==> src/rtl/dmem_arb_pkg.sv <==
// Shared types and constants for the data-memory arbiter: widths, FSM states,
// per-port request bundle and port indices.
package dmem_arb_pkg;

    localparam int ADDR_W = 8;
    localparam int DATA_W = 8;

    localparam logic PORT_CORE = 1'b0;
    localparam logic PORT_HOST = 1'b1;

    typedef enum logic [1:0] {
        IDLE = 2'd0,
        OWN0 = 2'd1,
        OWN1 = 2'd2
    } arb_state_t;

    typedef struct packed {
        logic              we;
        logic              lock;
        logic [ADDR_W-1:0] addr;
        logic [DATA_W-1:0] wdata;
    } dmem_req_t;

endpackage

==> src/rtl/dmem_lock_wdog.sv <==
// Lock watchdog: counts cycles spent in an owned state and fires once the owner
// has held the bus for LOCK_MAX consecutive locked cycles, counting the acquiring grant.
module dmem_lock_wdog #(
    parameter int LOCK_MAX = 16
) (
    input  logic CLK,
    input  logic clear,
    input  logic owned,
    output logic fire
);

    localparam int CNT_W = (LOCK_MAX > 2) ? $clog2(LOCK_MAX) : 1;

    logic [CNT_W-1:0] cnt;

    // The acquiring grant happens in IDLE, so the owned-cycle count lags by one.
    assign fire = owned && (cnt == CNT_W'(LOCK_MAX - 2));

    always_ff @(posedge CLK) begin
        if (clear) begin
            cnt <= '0;
        end else if (owned && !fire) begin
            cnt <= cnt + CNT_W'(1);
        end
    end

endmodule

==> src/rtl/dmem_arbiter.sv <==
// Round-robin arbiter with per-port bus lock sharing the single-port data memory
// between core (port 0) and host (port 1). Build macro DMEM_ARB_STATS_EN adds stats counters.
//
// state | meaning
// IDLE  | no owner; single request granted, tie goes to port != last_gnt
// OWN0  | core holds the lock; host stalls
// OWN1  | host holds the lock; core stalls
module dmem_arbiter #(
    parameter int ADDR_W   = dmem_arb_pkg::ADDR_W,
    parameter int DATA_W   = dmem_arb_pkg::DATA_W,
    parameter int LOCK_MAX = 16
) (
    input  logic              CLK,
    input  logic              start,
    input  logic [1:0]        req,
    input  logic [1:0]        we,
    input  logic [1:0]        lock,
    input  logic [ADDR_W-1:0] addr0,
    input  logic [ADDR_W-1:0] addr1,
    input  logic [DATA_W-1:0] wdata0,
    input  logic [DATA_W-1:0] wdata1,
    output logic [1:0]        gnt,
    output logic [1:0]        rvalid,
    output logic [DATA_W-1:0] rdata,
    output logic              lock_to,
    output logic              mem_en,
    output logic              mem_we,
    output logic [ADDR_W-1:0] mem_addr,
    output logic [DATA_W-1:0] mem_wdata,
    input  logic [DATA_W-1:0] mem_rdata
`ifdef DMEM_ARB_STATS_EN
    ,
    output logic [15:0]       gnt_cnt0,
    output logic [15:0]       gnt_cnt1,
    output logic [15:0]       stall_cnt
`endif
);

    import dmem_arb_pkg::*;

    arb_state_t state, state_nxt;
    logic       last_gnt, last_gnt_nxt;
    logic       wd_fire;
    dmem_req_t  rq0, rq1, sel;

    assign rq0 = '{we: we[0], lock: lock[0], addr: addr0, wdata: wdata0};
    assign rq1 = '{we: we[1], lock: lock[1], addr: addr1, wdata: wdata1};
    assign sel = gnt[PORT_HOST] ? rq1 : rq0;

    always_comb begin
        gnt          = 2'b00;
        state_nxt    = state;
        last_gnt_nxt = last_gnt;

        case (state)
            IDLE:    gnt = (req == 2'b11) ? (last_gnt ? 2'b01 : 2'b10) : req;
            OWN0:    gnt = {1'b0, req[0]};
            OWN1:    gnt = {req[1], 1'b0};
            default: gnt = 2'b00;
        endcase
        if (start) begin
            gnt = 2'b00;
        end

        case (state)
            IDLE: begin
                if (|gnt && sel.lock) begin
                    state_nxt = gnt[PORT_HOST] ? OWN1 : OWN0;
                end
            end
            OWN0:    if (wd_fire || !lock[0]) state_nxt = IDLE;
            OWN1:    if (wd_fire || !lock[1]) state_nxt = IDLE;
            default: state_nxt = IDLE;
        endcase

        if (gnt[PORT_CORE]) begin
            last_gnt_nxt = PORT_CORE;
        end else if (gnt[PORT_HOST]) begin
            last_gnt_nxt = PORT_HOST;
        end
        // A forced release hands the next tie to the non-owner even if the owner was idle.
        if (wd_fire) begin
            last_gnt_nxt = (state == OWN1) ? PORT_HOST : PORT_CORE;
        end
    end

    assign mem_en    = |gnt;
    assign mem_we    = mem_en & sel.we;
    assign mem_addr  = mem_en ? sel.addr  : '0;
    assign mem_wdata = mem_en ? sel.wdata : '0;

    always_ff @(posedge CLK) begin
        if (start) begin
            state    <= IDLE;
            last_gnt <= PORT_HOST;
            lock_to  <= 1'b0;
            rvalid   <= 2'b00;
            rdata    <= '0;
        end else begin
            state    <= state_nxt;
            last_gnt <= last_gnt_nxt;
            rvalid   <= gnt & ~we;
            if (wd_fire) begin
                lock_to <= 1'b1;
            end
            if (|(gnt & ~we)) begin
                rdata <= mem_rdata;
            end
        end
    end

    dmem_lock_wdog #(
        .LOCK_MAX (LOCK_MAX)
    ) u_wdog (
        .CLK   (CLK),
        .clear (start || (state == IDLE)),
        .owned (state != IDLE),
        .fire  (wd_fire)
    );

`ifdef DMEM_ARB_STATS_EN
    always_ff @(posedge CLK) begin
        if (start) begin
            gnt_cnt0  <= '0;
            gnt_cnt1  <= '0;
            stall_cnt <= '0;
        end else begin
            if (gnt[0] && (gnt_cnt0 != 16'hFFFF)) begin
                gnt_cnt0 <= gnt_cnt0 + 16'd1;
            end
            if (gnt[1] && (gnt_cnt1 != 16'hFFFF)) begin
                gnt_cnt1 <= gnt_cnt1 + 16'd1;
            end
            if (|(req & ~gnt) && (stall_cnt != 16'hFFFF)) begin
                stall_cnt <= stall_cnt + 16'd1;
            end
        end
    end
`endif

endmodule

==> config.mk <==
export PLATFORM = sky130hd
export DESIGN_NAME = dmem_arbiter
export DESIGN_NICKNAME = d
export VERILOG_FILES = /design/src/rtl/dmem_arb_pkg.sv /design/src/rtl/dmem_lock_wdog.sv /design/src/rtl/dmem_arbiter.sv
export SDC_FILE = /design/constraint.sdc
export NUM_CORES = 1
export LEC_CHECK = 0
export CAP_MARGIN = 10
export CORE_MARGIN = 3
export CORE_UTILIZATION = 34
export DETAILED_ROUTE_END_ITERATION = 8
export PLACE_DENSITY_LB_ADDON = 0.15
export SKIP_CTS_REPAIR_TIMING = 1
export SYNTH_ARGS = -nofsm -noshare
export SYNTH_HDL_FRONTEND = slang
export SYNTH_SLANG_ARGS = --single-unit
==> constraint.sdc <==
create_clock -name CLK -period 3.5 [get_ports CLK]
set_clock_uncertainty 0.15 [all_clocks]
set_input_delay 0.35 -clock CLK [delete_from_list [all_inputs] [get_ports CLK]]
set_output_delay 0.35 -clock CLK [all_outputs]
set_load 0.005 [all_outputs]
==> Word level (Yosys, flattened, before mapping) <==
Index checks and enable logic that the tools add are counted.
{ "totals": {"mem_bits_rw": 0, "latchBits": 0, "mem_count": 0, "register_bits": 18, "romBits": 0, "input_bits": 48, "elab_cells": 48, "output_inout_bits": 31} }
{ "classes": {"div": 0, "n_mul": 0, "reduce_logical": 15, "magnitude_cmp": 0, "n_bitwise": 3, "n_eq_ne": 7, "shifts": 0, "add_sub_neg": 1, "n_mux": 16} }
{ "ops": {"columns": ["operator", "count"], "rows": [
  ["18-bit 2-to-1 mux", 1],
  ["8-bit 2-to-1 mux", 2],
  ["2-bit 2-to-1 mux", 7],
  ["2-bit one-hot mux with 3 select lines", 2],
  ["2-bit != test, second input constant", 3],
  ["4-bit by 1-bit adder with 4-bit output, second input constant", 1],
  ["2-bit equality test, second input constant", 2],
  ["4-bit equality test, second input constant", 1],
  ["1-bit 2-to-1 mux", 4],
  ["2-bit OR reduction", 2],
  ["1-bit logical AND", 3],
  ["1-bit logical NOT", 3],
  ["1-bit logical OR", 3],
  ["3-bit AND reduction", 1],
  ["3-bit nonzero test", 1],
  ["2-bit bitwise AND", 1],
  ["2-bit by 1-bit equality test with 1-bit output, second input constant", 1],
  ["2-bit logical NOT", 1],
  ["2-bit inverter", 1],
  ["2-bit nonzero test", 1],
  ["1-bit bitwise AND", 1]
]} }

==> Longest topological paths before layout <==
{ "depth": {"ltp_word": 8, "depth_mapped": 6, "depth_no_buf": 6} }

==> Cells and area by module <==
Synthesis repeated with hierarchy kept, for this count alone.
{ "hier_totals": {"cells_unflattened": 112, "area_unflattened_um2": 1013.5} }
{ "modules_own_cells": {"columns": ["mod", "n_inst", "cells_each", "area_per_inst_um2"], "rows": [
  ["dmem_arbiter", 1, 88, 794.5],
  ["dmem_lock_wdog", 1, 24, 219.0]
]} }

==> Worst setup path before layout <==
OpenSTA, ideal clock, no wires.
{ "synth_timing": {"path_kind": "register to output", "startpoint": "reg state[0]", "endpoint": "out mem_addr[6]", "stages_incl_launch_ff": 6, "required_time_ns": 3.000, "setup_slack_ns": 1.568, "arrival_time_ns": 1.432, "path_cell_list": "dfxtp_1 > or3b_1 > and3_4 > buf_2 > buf_6 > a22o_1"} }
{ "synth_between": {"elab_chain_cells": 5, "word_cells_on_any_way": 8, "classes_between": "eq/ne (2); mux (4); reduce/logical (2)"} }
{ "synth_lines": {"columns": ["element", "line", "text"], "rows": [
  ["from (decl)", "dmem_arbiter.sv:41", "arb_state_t state, state_nxt;"],
  ["from (signal assigned)", "dmem_arbiter.sv:100", "state <= state_nxt;"],
  ["2-bit equality test, or another cell as far along", "dmem_arbiter.sv:55", "case (state)"],
  ["2-bit one-hot mux with 3 select lines (*)", "dmem_arbiter.sv:55", null],
  ["2-bit 2-to-1 mux (*)", "dmem_arbiter.sv:61", "if (start) begin"],
  ["net gnt[0]", "dmem_arbiter.sv:22", "output logic [1:0] gnt,"],
  ["2-bit OR reduction (*)", "dmem_arbiter.sv:87", "assign mem_en = |gnt;"],
  ["8-bit 2-to-1 mux (*)", "dmem_arbiter.sv:89", "assign mem_addr = mem_en ? sel.addr : '0;"],
  ["to (decl)", "dmem_arbiter.sv:28", "output logic [ADDR_W-1:0] mem_addr,"]
]} }
The timed path passes the listed nets; every way through them passes the cells marked *.

==> Worst setup path after layout <==
{ "layout_timing": {"startpoint": "in req[0]", "endpoint": "out mem_addr[5]"} }
{ "layout_between": {"elab_chain_cells": 6, "word_cells_on_any_way": 7, "classes_between": "eq/ne (1); mux (5); reduce/logical (1)"} }
{ "layout_lines": {"columns": ["element", "line", "text"], "rows": [
  ["from (decl)", "dmem_arbiter.sv:15", "input logic [1:0] req,"],
  ["2-bit equality test", "dmem_arbiter.sv:56", "IDLE: gnt = (req == 2'b11) ? (last_gnt ? 2'b01 : 2'b10) : req;"],
  ["2-bit 2-to-1 mux", "dmem_arbiter.sv:56", null],
  ["2-bit one-hot mux with 3 select lines (*)", "dmem_arbiter.sv:55", null],
  ["2-bit 2-to-1 mux (*)", "dmem_arbiter.sv:61", null],
  ["18-bit 2-to-1 mux / 2-bit OR reduction (equally long branches)", "dmem_arbiter.sv:48, dmem_arbiter.sv:87", null],
  ["8-bit 2-to-1 mux (*)", "dmem_arbiter.sv:89", null]
]} }
Every way passes the cells marked *; elsewhere a longest branch is shown, timed or not.

==> impl_metrics.ini <==
[detailed_routing]
drt_iter0_markers = 20
via_per_inst = 4.95
ant_nets = 0
drc_errors = 0
first_pass_iters = 4
routed_wl_um = 2970
vias = 1084
wl_per_cell_um = 13.6

[min_path]
hold_depth = 2
hp-class = reg -> reg

[sta]
rsz0062_at_grt = false
max_freq_ghz = 0.369
timing.final.crit_share_pct = 77.3
relSlewSlack_pct = 69.6
finalSetupViolations = 0
setup_tns_ns = 0
min_period_ns = 2.71
whs_ns = 0.316
hold_viol_final = 0
drv_slew = 0
worstMarginPinSlew_ns = 0.451

[synth]
synth_seq_area_share_pct = 37.6
ys_ff_latch = 18
syn-instance-count = 111
yosysWarnings = 0
synth_area_um2 = 958
syn_avg_cell_area_um2 = 8.63
syn-num-nets = 161
synth.distinct_cells = 24

[final_layout]
finalNetCount = 240
nFillCells = 214
stdcell_area_mm2 = 0.00179
ff_latch_area_um2 = 360
drive_above_1_share_pct = 4.23
antenna_cells = 0
layout_commonest_cell = clkdlybuf4s50_1
mostFrequentLayoutCells = clkdlybuf4s50_1, a22o_1, dfxtp_1, nand2_1, nor2_1
syn_to_final_growth_pct = 86.9
final_cells = 219
multi_input_area_um2 = 543

[critical_path]
worstRegToRegCells = 5
worstPathArrival_ns = 2.21
cp_max_fo = 20
required_ns = 3.00
cp-start-kind = input pin
cp-end-kind = output pin
critical_path_class = in -> out
r2r_slack_ns = 1.50

[outcome]
status = complete, no violations

[power]
peakVddDrop_mv = 0.297
power_per_cell_area_mw_per_mm2 = 282
power_leakage_uw = 0.000700

[clock_network]
cts_inserted_buffers = 3
cts.sinks = 18
clock_latency_ns = 0.29
root_buffer = clkbuf_4
cts_tree = done
htree_levels = 1
clk_pin_slew_ns = 0.10
clockBufferDepth = 2

[global_routing]
grt_pass1_vias = 1066
grt_pass1_wl_um = 4800
grt_overflow = 0
grt_use_total_pct = 17.7
antenna_found_initial = 0
grt_start_max_net_pins = 21

[die]
die_w_um = 59.1
initial_core_util_pct = 37.3
die_h_um = 59.1
num_rows = 18
core_area_mm2 = 0.00257
dieArea_mm2 = 0.00349
io_pins = 79

[placed_design]
placed_area_mm2 = 0.00176
gp_congestion = 0.730
io_buffers = 78
place_inst = 215
dp_hpwl_um = 2470

[flow_run]
cap_violations = 0
## metal layers
layer / wire, µm / share of wire [%] / GRT usage [%]
met5: 0 / 0 / 0
met4: 47 / 1.6 / 4.53
met3: 196 / 6.6 / 4.79
met2: 1650 / 56 / 32.6
met1: 1080 / 36 / 19.8
## flip-flops by register name (all words and copies together) (netlist names)
name        count
u_wdog.cnt      4
rdata           8
rvalid          2
state           2
last_gnt        1
lock_to         1
## cell usage after synthesis, drive strengths merged
| cell | n | area share (%) |
|---|---|---|
| ha | 2 | 2.6 |
| inv | 4 | 1.6 |
| a211oi | 3 | 2.3 |
| and2 | 2 | 1.3 |
| a21oi | 2 | 1.0 |
| xnor2 | 1 | 0.91 |
| buf | 5 | 3.9 |
| nand2b | 1 | 0.65 |
| a211o | 1 | 0.91 |
| a22o | 18 | 16 |
| clkinv | 1 | 0.39 |
| o21ai | 5 | 2.6 |
| nand3 | 4 | 2.1 |
| or3b | 1 | 0.91 |
| nor2b | 2 | 1.3 |
| dfxtp | 18 | 38 |
| nor2 | 10 | 3.9 |
| clkbuf | 1 | 0.39 |
| and3 | 4 | 3.1 |
| nor4b | 1 | 0.91 |
| nand2 | 17 | 6.7 |
| mux2i | 8 | 8.4 |
## path summary, 6_finish.rpt
check	to	from
worst max-delay path	mem_addr[5]	req[0]
worst min-delay path	rdata[3]	rdata[3]
worst max register to register	rdata[6]	state[1]
worst min register to register	rdata[3]	rdata[3]
## metrics by stage
stage          power (µW)  setup WS [ns]  utilization, %
6_report              506          0.793            69.8
5_1_grt               533          0.651            69.8
4_1_cts               512          0.779            69.8
3_5_place_dp          383          0.782            68.4
3_3_place_gp          380          0.815            68.4
2_1_floorplan         279           1.57               -
## power by group
group	total [µW]	internal (µW)	switching (µW)
clock	128	63.4	64.9
sequential	220	214	6.78
combinational	157	109	48.3
total	506	386	120
## cell type report
cell class              count  area share, %
inverters                   5           1.05
repair buffers             80           44.4
multi-input cells          82           30.3
well taps                  30           2.09
flip-flops and latches     18           20.1
clock buffers               4           2.03
## worst max-delay path, cell delays in order
cell             delay (ns)
clkdlybuf4s50_1        0.49
nor2b_1                0.29
and3_4                 0.38
a22o_1                 0.19
clkdlybuf4s50_1        0.50
## cells by family (layout without fill, tap and decap cells)
group                      count (synthesis)  in the layout  synth area share [%]
adders and majority gates                  2              2                  2.61
and+or+nand+nor                           42             42                  20.9
DFF                                       18             18                  37.6
muxes                                      8              8                  8.36
buffers and inverters                     11             89                  6.26
xor gates and xnor gates                   1              1                 0.914
AOI/OAI and AO/OA                         29             29                  23.4
Power figures use the tool's default switching activity.
